`src/rtl/uart_pkg.sv`:
```
// Shared UART timing constants and the command sequencer state encoding.
package uart_pkg;
   localparam int BAUD_DIV  = 5208;
   localparam int BYTE_CLKS = 10 * BAUD_DIV;
   localparam int TO_W      = 17;

   typedef enum logic [1:0] {
      IDLE    = 2'b00,
      COLLECT = 2'b01,
      HOLD    = 2'b10
   } seq_state_e;
endpackage

```
`src/rtl/uart_to_timer.sv`:
```
// Inter-byte timeout counter: synchronous clear wins over enable; tc_o flags the last allowed clock.
module uart_to_timer
   import uart_pkg::*;
#(
   parameter int TIMEOUT_CLKS = 2 * BYTE_CLKS
) (
   input  logic clk,
   input  logic rst_n,
   input  logic clr_i,
   input  logic en_i,
   output logic tc_o
);

   logic [TO_W-1:0] cnt_q;

   always_ff @(posedge clk or negedge rst_n) begin
      if (!rst_n) begin
         cnt_q <= '0;
      end else if (clr_i) begin
         cnt_q <= '0;
      end else if (en_i) begin
         cnt_q <= cnt_q + TO_W'(1);
      end
   end

   assign tc_o = (cnt_q == TO_W'(TIMEOUT_CLKS - 1));

endmodule

```
`src/rtl/uart_cmd_sequencer.sv`:
```
// Assembles CMD_BYTES received bytes (first byte = MSB) into a command word held under a ready/clear
// handshake; a gap longer than TIMEOUT_CLKS between bytes drops the partial frame and logs an error.
module uart_cmd_sequencer
   import uart_pkg::*;
#(
   parameter int CMD_BYTES    = 2,
   parameter int TIMEOUT_CLKS = 2 * BYTE_CLKS
) (
   input  logic                   clk,
   input  logic                   rst_n,
   input  logic                   rx_rdy,
   input  logic [7:0]             rx_data,
   output logic                   clr_rx_rdy,
   output logic [8*CMD_BYTES-1:0] cmd,
   output logic                   cmd_rdy,
   input  logic                   clr_cmd_rdy,
   output logic                   frame_err,
   output logic [7:0]             err_cnt
);

   function automatic logic [7:0] sat_inc8(input logic [7:0] v);
      return (v == 8'hFF) ? v : v + 8'd1;
   endfunction

   seq_state_e             state_q;
   logic [8*CMD_BYTES-1:0] cmd_q;
   logic [8*CMD_BYTES-1:0] cmd_d;
   logic                   cmd_rdy_q;
   logic                   frame_err_q;
   logic [7:0]             err_cnt_q;
   logic [2:0]             byte_cnt_q;
   logic                   capture;
   logic                   last_byte;
   logic                   tc;
   logic                   timeout;

   // rst_n gates the ack so a receiver holding rx_rdy during reset is not cleared.
   assign capture   = rst_n & rx_rdy & ((state_q == IDLE) | (state_q == COLLECT));
   assign last_byte = (byte_cnt_q == 3'(CMD_BYTES - 1));
   assign timeout   = (state_q == COLLECT) & tc & ~capture;

   generate
      if (CMD_BYTES == 1) begin : g_one
         assign cmd_d = rx_data;
      end else begin : g_multi
         assign cmd_d = {cmd_q[8*CMD_BYTES-9:0], rx_data};
      end
   endgenerate

   uart_to_timer #(
      .TIMEOUT_CLKS(TIMEOUT_CLKS)
   ) u_timer (
      .clk  (clk),
      .rst_n(rst_n),
      .clr_i(capture | (state_q != COLLECT) | tc),
      .en_i (state_q == COLLECT),
      .tc_o (tc)
   );

   always_ff @(posedge clk or negedge rst_n) begin
      if (!rst_n) begin
         state_q     <= IDLE;
         cmd_q       <= '0;
         cmd_rdy_q   <= 1'b0;
         frame_err_q <= 1'b0;
         err_cnt_q   <= 8'd0;
         byte_cnt_q  <= 3'd0;
      end else begin
         frame_err_q <= 1'b0;
         case (state_q)
            IDLE, COLLECT: begin
               if (capture) begin
                  cmd_q      <= cmd_d;
                  byte_cnt_q <= byte_cnt_q + 3'd1;
                  if (last_byte) begin
                     state_q   <= HOLD;
                     cmd_rdy_q <= 1'b1;
                  end else begin
                     state_q <= COLLECT;
                  end
               end else if (timeout) begin
                  state_q     <= IDLE;
                  byte_cnt_q  <= 3'd0;
                  frame_err_q <= 1'b1;
                  err_cnt_q   <= sat_inc8(err_cnt_q);
               end
            end
            HOLD: begin
               if (clr_cmd_rdy) begin
                  state_q    <= IDLE;
                  cmd_rdy_q  <= 1'b0;
                  byte_cnt_q <= 3'd0;
               end
            end
            default: state_q <= IDLE;
         endcase
      end
   end

   assign clr_rx_rdy = capture;
   assign cmd        = cmd_q;
   assign cmd_rdy    = cmd_rdy_q;
   assign frame_err  = frame_err_q;
   assign err_cnt    = err_cnt_q;

endmodule
```
`config.mk`:
```
export PLATFORM = sky130hd
export DESIGN_NAME = uart_cmd_sequencer
export DESIGN_NICKNAME = d
export VERILOG_FILES = /design/src/rtl/uart_pkg.sv /design/src/rtl/uart_to_timer.sv /design/src/rtl/uart_cmd_sequencer.sv
export SDC_FILE = /design/constraint.sdc
export NUM_CORES = 1
export LEC_CHECK = 0
export CORE_ASPECT_RATIO = 0.7
export CORE_UTILIZATION = 56
export CTS_CLUSTER_DIAMETER = 30
export DETAILED_ROUTE_END_ITERATION = 8
export PLACE_DENSITY_LB_ADDON = 0.08
export REMOVE_ABC_BUFFERS = 1
export SLEW_MARGIN = 10
export SYNTH_ARGS = -nofsm -noshare
export SYNTH_HDL_FRONTEND = slang
export SYNTH_SLANG_ARGS = --single-unit
```
`constraint.sdc`:
```
create_clock -name clk -period 3.3 [get_ports clk]
set_input_delay 0.66 -clock clk [delete_from_list [all_inputs] [get_ports clk]]
set_output_delay 0.66 -clock clk [all_outputs]
set_load 0.02 [all_outputs]
```
==> results of run 1 <==
layout by cell type, fill, tap and decap left out, drive strengths merged:
cell type,count
inv,6
mux2,17
or3b,1
or3,3
or4,4
nor4b,1
and4,3
or4b,1
clkbuf,6
o21bai,1
xor2,13
nor2,17
o211ai,2
buf,3
nor4,10
clkdlybuf4s50,37
clkinv,1
ha,4
nand2b,2
nand3b,1
nand4b,1
nand2,10
a31oi,1
a21oi,2
xnor2,9
nor3,6
and2,2
nand4,9
dfrtp,48
o311ai,1
a32oi,1
o21ai,6
nand3,12
worst max-delay path: stages:
cell and delay [ns]:
clkdlybuf4s50_1 0.48, and2_1 0.21, nand2b_1 0.11, inv_2 0.19, clkdlybuf4s50_1 0.64
how the worst min path moves through the flow:
stage | end | startpoint | slack, ns | depth (start not counted)
floorplan | byte_cnt_q[0]$_DFFE_PN0P_ | rst_n | 0.36 | 0
CTS | err_cnt[6]$_DFFE_PN0P_ | rst_n | 0.49 | 2
finish | err_cnt[6]$_DFFE_PN0P_ | rst_n | 0.47 | 2
detailed placement | err_cnt[6]$_DFFE_PN0P_ | err_cnt[6]$_DFFE_PN0P_ | 0.48 | 1
global placement | cmd_rdy$_DFFE_PN0P_ | cmd_rdy$_DFFE_PN0P_ | 0.47 | 2
global route | err_cnt[6]$_DFFE_PN0P_ | err_cnt[6]$_DFFE_PN0P_ | 0.52 | 1
per-layer routing:
metal / GRT usage, % / up-vias
met5: 0 / -
met4: 9.79 / 0
met3: 6.28 / 16
met2: 35.1 / 76
met1: 31.9 / 827
li1: - / 801
power groups by stage:
stage,Sequential (mW),Combinational [mW],Clock [mW]
2_1_floorplan,0.894,0.189,0
3_3_place_gp,0.800,0.514,0
3_5_place_dp,0.811,0.529,0
4_1_cts,0.801,0.532,0.331
5_1_grt,0.819,0.565,0.352
6_report,0.803,0.525,0.325
registers in the layout, summed over array words and instances (netlist names):
| signal | count |
|---|---|
| byte_cnt_q | 3 |
| state_q | 2 |
| frame_err | 1 |
| u_timer.cnt_q | 17 |
| cmd | 16 |
| err_cnt | 8 |
| cmd_rdy | 1 |
metrics by stage:
step	hold WS, ns	utilization [%]
floorplan	0.364	-
global placement	0.466	72.2
detailed placement	0.479	72.2
CTS	0.489	74.3
global route	0.515	74.3
finish	0.469	74.3
logic make-up (layout without fill, tap and decap cells):
kind of cell | Yosys count | in the layout | synth area share [%]
simple gates | 83 | 83 | 20.5
flops | 48 | 48 | 52.9
xor+xnor | 22 | 22 | 8.48
mux | 17 | 17 | 8.42
buf+inv | 15 | 53 | 3.58
compound gates | 14 | 14 | 3.96
fa+ha+maj | 4 | 4 | 2.20
layout make-up:
cell class	instances	share of cell area (%)
Sequential cell	48	43.8
Multi-Input combinational cell	140	36.1
Timing Repair Buffer	40	14.2
Clock buffer	6	2.64
Tap cell	50	2.28
Inverter	6	0.821
Clock inverter	1	0.182
==> flow_summary.yaml, run 1 <==
place:
  dp_slack_ns: 0.360
  placedInstanceArea_um2: 2670
  place.gp.congestion: 0.805
  dp_cells: 284
  dp_hpwl_um: 3230
  io_buffers: 38
global_routing:
  antenna_found_initial: 0
  overflow: 0
  grt_max_degree: 50
  grt_pass1_vias: 1645
  grt_pass1_wl_um: 7750
  track_usage_pct: 23.3
clock_tree:
  cts_setup_buffers: 0
  path_clk_slew_ns: 0.08
  cts.htree.levels: 2
  root_buffer: "clkbuf_8"
  cts_sinks: 48
  clkLatencyLatePin_ns: 0.30
  cts_resized: 0
  cts_tree: "done"
  cts_hold_buffers: 0
  cts_buffers: 5
  clk_path_buf_depth: 2
worst_hold_path:
  hold_class: "input pin to asynchronous set/reset pin"
final_layout:
  diodes: 0
  fillCellCount: 257
  nets: 257
  multi_input_area_um2: 990
  fin_cells: 291
  finalInstanceArea_um2: 2740
  area_growth_pct: 20.8
  register_area_um2: 1200
  drive_gt1_share_pct: 13.7
worst_setup_path:
  path_max_fanout: 10
  crit_arrival_ns: 2.29
  cp-endpoint: "clr_rx_rdy"
  startpoint: "rx_rdy"
  r2r_end: "u_timer.cnt_q[2]$_DFFE_PN0P_"
  crit_type: "input pin to output pin"
  ff2ff_setup_slack_ns: 0.88
  worstPathRequired_ns: 2.64
  reg2reg_depth: 4
  end_kind: "output pin"
  start_kind: "input pin"
  r2r-start: "u_timer.cnt_q[14]$_DFFE_PN0P_"
flow_run:
  maxCapViolCount: 0
route:
  firstDrtPassIters: 4
  wl_met3_um: 302
  wl_per_cell_um: 15.6
  dr_wl_met2_um: 2090
  routed_wl_um: 4540
  avgViaCountPerCell: 5.91
  ant_nets: 0
  first_iter_violations: 130
  dr.max_layer_used: "met4"
  via_count: 1720
  drc_errors: 0
  wl_met1_um: 2040
sta:
  skew_ns: 0.00987
  period_share_pct: 89.5
  hold_violations: 0
  finalCriticalPeriod_ns: 2.95
  rsz0062_at_grt: "no"
  worst_slack_ns: 0.347
  fin_tns_setup_ns: 0
  maxSlewHeadroom_pct: 54.5
  fmax_mhz: 339
  report.final.slew_viol_count: 0
  worst_pin_slew_ns: 0.682
  setup_viol: 0
synthesis:
  netlist_top_cells_area: "dfrtp_1, mux2_2, xor2_1"
  yosys_register_bits: 48
  syn_inst: 203
  synth_flop_cell: "dfrtp_1"
  syn_area_per_cell_um2: 11.2
  synthArstFlopShare_pct: 100
  synth.most_common_cell: "dfrtp_1"
  yosysUniqueCellTypes: 38
  synth_commonest_cells: "dfrtp_1, mux2_2, nor2_1"
  synth_warnings: 0
  synth_top_area_share_pct: 52.9
  netlist_area_um2: 2270
  synth-edff-count: 0
  ys_seq_area_share_pct: 52.9
  yosysTopAreaCell: "dfrtp_1"
pwr:
  vdd_ir_drop_max_v: 0.000415
  internal_power_mw: 1.11
  p_seq_share_pct: 48.6
  power_density_nw_per_um2: 602
  p_leak_nw: 1.08
  power_mw: 1.65
  clock_power_share_pct: 19.6
  p_comb_share_pct: 31.8
  p_switching_uw: 546
  p_sw_share_pct: 33.1
die:
  initial_core_util_pct: 61.5
  dieArea_um2: 4320
  io_pins: 39
  row_count: 18
  die_h_um: 55.3
  fp.dieW_um: 78.1
  core_um2: 3690
outcome:
  outcome: "completed"
Note: power is estimated with default switching activity, not from simulation.
==> inputs of run 2 (changes only) <==
CAP_MARGIN = 10   (was default)
==> results of run 2 <==
Same layout as run 1: the final DEF is identical, and so are final timing and power.
==> inputs of run 3 (changes only) <==
PLACE_DENSITY = 0.84   (was default)
PLACE_DENSITY_LB_ADDON = default   (was 0.08)
==> flow_summary.yaml, run 3 (same netlist as run 1, synthesis figures left out) <==
sta:
  hold_violations: 0
  fin_tns_setup_ns: 0
  period_share_pct: 83.9
  fmax_mhz: 361
  worst_pin_slew_ns: 0.688
  finalCriticalPeriod_ns: 2.77
  report.final.slew_viol_count: 0
  skew_ns: 0.00910
  rsz0062_at_grt: "no"
  setup_viol: 0
  maxSlewHeadroom_pct: 54.1
route:
  wl_per_cell_um: 15.1
  ant_nets: 0
  first_iter_violations: 123
  via_count: 1692
  avgViaCountPerCell: 5.77
  drc_errors: 0
  firstDrtPassIters: 4
  routed_wl_um: 4410
global_routing:
  antenna_found_initial: 0
  grt_pass1_vias: 1544
  grt_pass1_wl_um: 7530
  track_usage_pct: 22.3
  grt_max_degree: 50
  overflow: 0
die:
  dieArea_um2: 4320
  die_h_um: 55.3
  row_count: 18
  initial_core_util_pct: 61.5
  io_pins: 39
  fp.dieW_um: 78.1
  core_um2: 3690
final_layout:
  area_growth_pct: 22.4
  largest_register_ff_count: 17
  fillCellCount: 238
  largest-register: "u_timer.cnt_q"
  layout_common_cells: "dfrtp_1, clkdlybuf4s50_1, mux2_2, nor2_1, xor2_1"
  nets: 258
  multi_input_area_um2: 990
  layout_commonest_cell: "dfrtp_1"
  fin_cells: 293
  drive_gt1_share_pct: 14.4
  final_core_util_pct: 75.3
  diodes: 0
  register_area_um2: 1200
worst_setup_path:
  end_kind: "output pin"
  r2r-start: "u_timer.cnt_q[14]$_DFFE_PN0P_"
  path_max_fanout: 5
  start_kind: "input pin"
  worstPathRequired_ns: 2.64
  crit_type: "input pin to output pin"
  crit_arrival_ns: 2.11
  startpoint: "rx_rdy"
clock_tree:
  cts_tree: "done"
  path_clk_slew_ns: 0.09
  clkLatencyLatePin_ns: 0.31
  cts_setup_buffers: 0
  cts_buffers: 5
  clk_path_buf_depth: 2
  cts_resized: 0
  cts.htree.levels: 2
  cts_sinks: 48
  cts_hold_buffers: 0
  root_buffer: "clkbuf_8"
pwr:
  p_comb_share_pct: 29.9
  p_leak_nw: 1.10
  vdd_ir_drop_max_v: 0.000417
  p_sw_share_pct: 31.9
  internal_power_mw: 1.19
  clock_power_share_pct: 24.2
  p_switching_uw: 558
  p_seq_share_pct: 45.9
  power_density_nw_per_um2: 628
  power_mw: 1.75
place:
  io_buffers: 38
  dp_cells: 285
  place.gp.congestion: 0.806
  dp_hpwl_um: 3030
outcome:
  outcome: "completed"
flow_run:
  maxCapViolCount: 0
worst_hold_path:
  hold_class: "input pin to asynchronous set/reset pin"
==> run 3: critical path, cell delays in order <==
cell and delay (ns):
clkdlybuf4s50_1 0.48, and2_1 0.21, nand2b_1 0.11, inv_2 0.06, clkdlybuf4s50_1 0.59
==> run 3: cell type report <==
class | instances | share of cell area [%]
sequential | 48 | 43.2
tap | 50 | 2.25
multi-input combinational | 140 | 35.6
timing repair buffer | 41 | 14.3
clock buffer | 6 | 2.61
inverter | 6 | 0.810
clock inverter | 2 | 1.26
==> run 3: metal layers <==
metal	GRT usage, %	part of all wire, %	vias to the layer above	routed length [um]
met4	7.67	1.4	0	62
li1	-	-	803	-
met2	30.7	45	47	1970
met3	4.63	4.7	7	207
met1	34.8	49	835	2170
met5	0	0	-	0
==> run 3: final timing paths <==
| path | endpoint | slack (ns) | depth (start not counted) |
|---|---|---|---|
| max | clr_rx_rdy | 0.53 | 5 |
| min | err_cnt[7]$_DFFE_PN0P_ | 0.45 | 2 |
| max reg2reg | u_timer.cnt_q[9]$_DFFE_PN0P_ | 0.87 | 4 |
| min reg2reg | err_cnt[6]$_DFFE_PN0P_ | 0.49 | 1 |
| min in group clk | err_cnt[6]$_DFFE_PN0P_ | 0.49 | 1 |
| max in group asynchronous | u_timer.cnt_q[15]$_DFFE_PN0P_ | 2.43 | 2 |
==> run 3: through the flow <==
step | setup WS [ns] | instance area (um2) | hold WS, ns
after floorplan | 1.07 | 2210 | 0.364
after global placement | 0.560 | 2670 | 0.465
after detailed placement | 0.540 | 2670 | 0.479
after CTS | 0.523 | 2780 | 0.490
after global routing | 0.469 | 2780 | 0.518
final | 0.530 | 2780 | 0.453
==> run 3: power by group through the flow <==
stage	Combinational [mW]	Sequential (mW)	Clock [mW]
floorplan	0.189	0.894	0
global placement	0.518	0.804	0
detailed placement	0.524	0.814	0
CTS	0.527	0.802	0.421
global route	0.565	0.821	0.445
finish	0.522	0.802	0.422
==> RTL change: new RTL, config.mk and constraints of run 3 <==
Reset style: synchronous (`rst_n`), changed in 2 clocked blocks.
--- a/src/rtl/uart_to_timer.sv
+++ b/src/rtl/uart_to_timer.sv
@@ -13,7 +13,7 @@
 
    logic [TO_W-1:0] cnt_q;
 
-   always_ff @(posedge clk or negedge rst_n) begin
+   always_ff @(posedge clk) begin
       if (!rst_n) begin
          cnt_q <= '0;
       end else if (clr_i) begin
--- a/src/rtl/uart_cmd_sequencer.sv
+++ b/src/rtl/uart_cmd_sequencer.sv
@@ -57,7 +57,7 @@
       .tc_o (tc)
    );
 
-   always_ff @(posedge clk or negedge rst_n) begin
+   always_ff @(posedge clk) begin
       if (!rst_n) begin
          state_q     <= IDLE;
          cmd_q       <= '0;
Function: differs if rst_n is asserted again (counterexample within 4 cycles, from zero or initial values and one cycle with rst_n low); with rst_n held inactive, the same outputs for 10 cycles.
==> RTL change against run 3 <==
- synthesized area decreased by 7.8%
- clock skew fell by 4.3 ps
- first-iteration DRC count decreased by 22%
- setup slack better by 160 ps
- cell area fell by 6.0%
- sequential cell count unchanged
- wire length is 4.0% higher
- final cell count is 16% higher
- via count up 9.5%
- critical path type unchanged
- critical endpoint unchanged
- largest cell class is now multi-input combinational cells
Power is not compared: it rests on default switching activity, and its combinational part moved more than twofold at a synthesized area within 25%.
==> RTL change: results <==
{
  "slew-limit-headroom": 0.5952,
  "met1_usage": 0.3450,
  "grt_util_all_layers": 0.2435,
  "outcome": "completed",
  "synth_xor_area_frac": 0.03343,
  "grt_max_degree": 25,
  "grt_util_met3": 0.05143,
  "grt_pass1_vias": 1603,
  "place_ws_ps": 686.8,
  "dr.first_iter.drc_count": 96,
  "synth_area_leaders": "dfxtp_1 (46%), nand2_1 (8.4%), a21oi_1 (6.4%)",
  "synth_fa_ha_area_frac": 0.02388,
  "num_vias": 1853,
  "wirelength_microns": 4592,
  "r2r_start": "u_timer.cnt_q[0]",
  "globalRouteMet2Util": 0.3664,
  "fillers": 312,
  "worst_r2r_endpoint": "u_timer.cnt_q[16]",
  "grt_pass1_wl_microns": 7210,
  "max_freq_mhz": 383.3,
  "ff2ff_setup_slack_ps": 1090,
  "synth_mux_area_frac": 0.02866,
  "final_nets": 304,
  "hold_slack_ps": 460.0,
  "worstHoldPathType": "reg -> reg",
  "synth_common_cells": "dfxtp_1 (48), nand2_1 (47), a21oi_1 (27)"
}
RTL change: cell types whose count changed in the layout (fill, tap and decap cells not counted), sizes merged, moves of 9 or more:
cell | before | now
nand2 | 10 | 47
dfrtp | 48 | 0
dfxtp | 0 | 48
mux2 | 17 | 0
a21oi | 2 | 27
xor2 | 13 | 4
RTL change: power groups by stage:
stage | registers (W) | clock network [W] | logic, W
2_1_floorplan | 0.000630 | 0 | 0.0000395
3_3_place_gp | 0.000618 | 0 | 0.000103
3_5_place_dp | 0.000619 | 0 | 0.000104
4_1_cts | 0.000606 | 0.000367 | 0.000105
5_1_grt | 0.000608 | 0.000387 | 0.000115
6_report | 0.000606 | 0.000361 | 0.000105
RTL change: through the flow:
step                      utilization  area, sq um  cells
final                          0.7345         2614    339
after global routing           0.7345         2614    339
after CTS                      0.7345         2614    339
after detailed placement       0.7082         2520    331
after global placement         0.7082         2520    331
after floorplan                     -         2039    238
RTL change: per-layer routing:
metal / vias up / wire [microns]
li1: 960 / -
met1: 838 / 2283
met2: 49 / 2040
met3: 6 / 229
met4: 0 / 38
met5: - / 0
RTL change: logic make-up after synthesis:
family,Yosys count
and+or+nand+nor,121
adders and majority gates,4
xor gates and xnor gates,8
AOI/OAI and AO/OA,43
DFF,48
buffers and inverters,22
muxes,6
RTL change: layout make-up:
cell class,count,area share
Multi-Input combinational cell,182,0.4012
Clock inverter,1,0.002872
Sequential cell,48,0.3676
Inverter,8,0.01149
Timing Repair Buffer,43,0.1599
Clock buffer,7,0.03303
Tap cell,50,0.02393
RTL change: worst max-delay path: stages:
cell and delay (ps):
clkdlybuf4s50_1 500, nand2b_1 80, nor2_1 90, clkdlybuf4s50_1 610
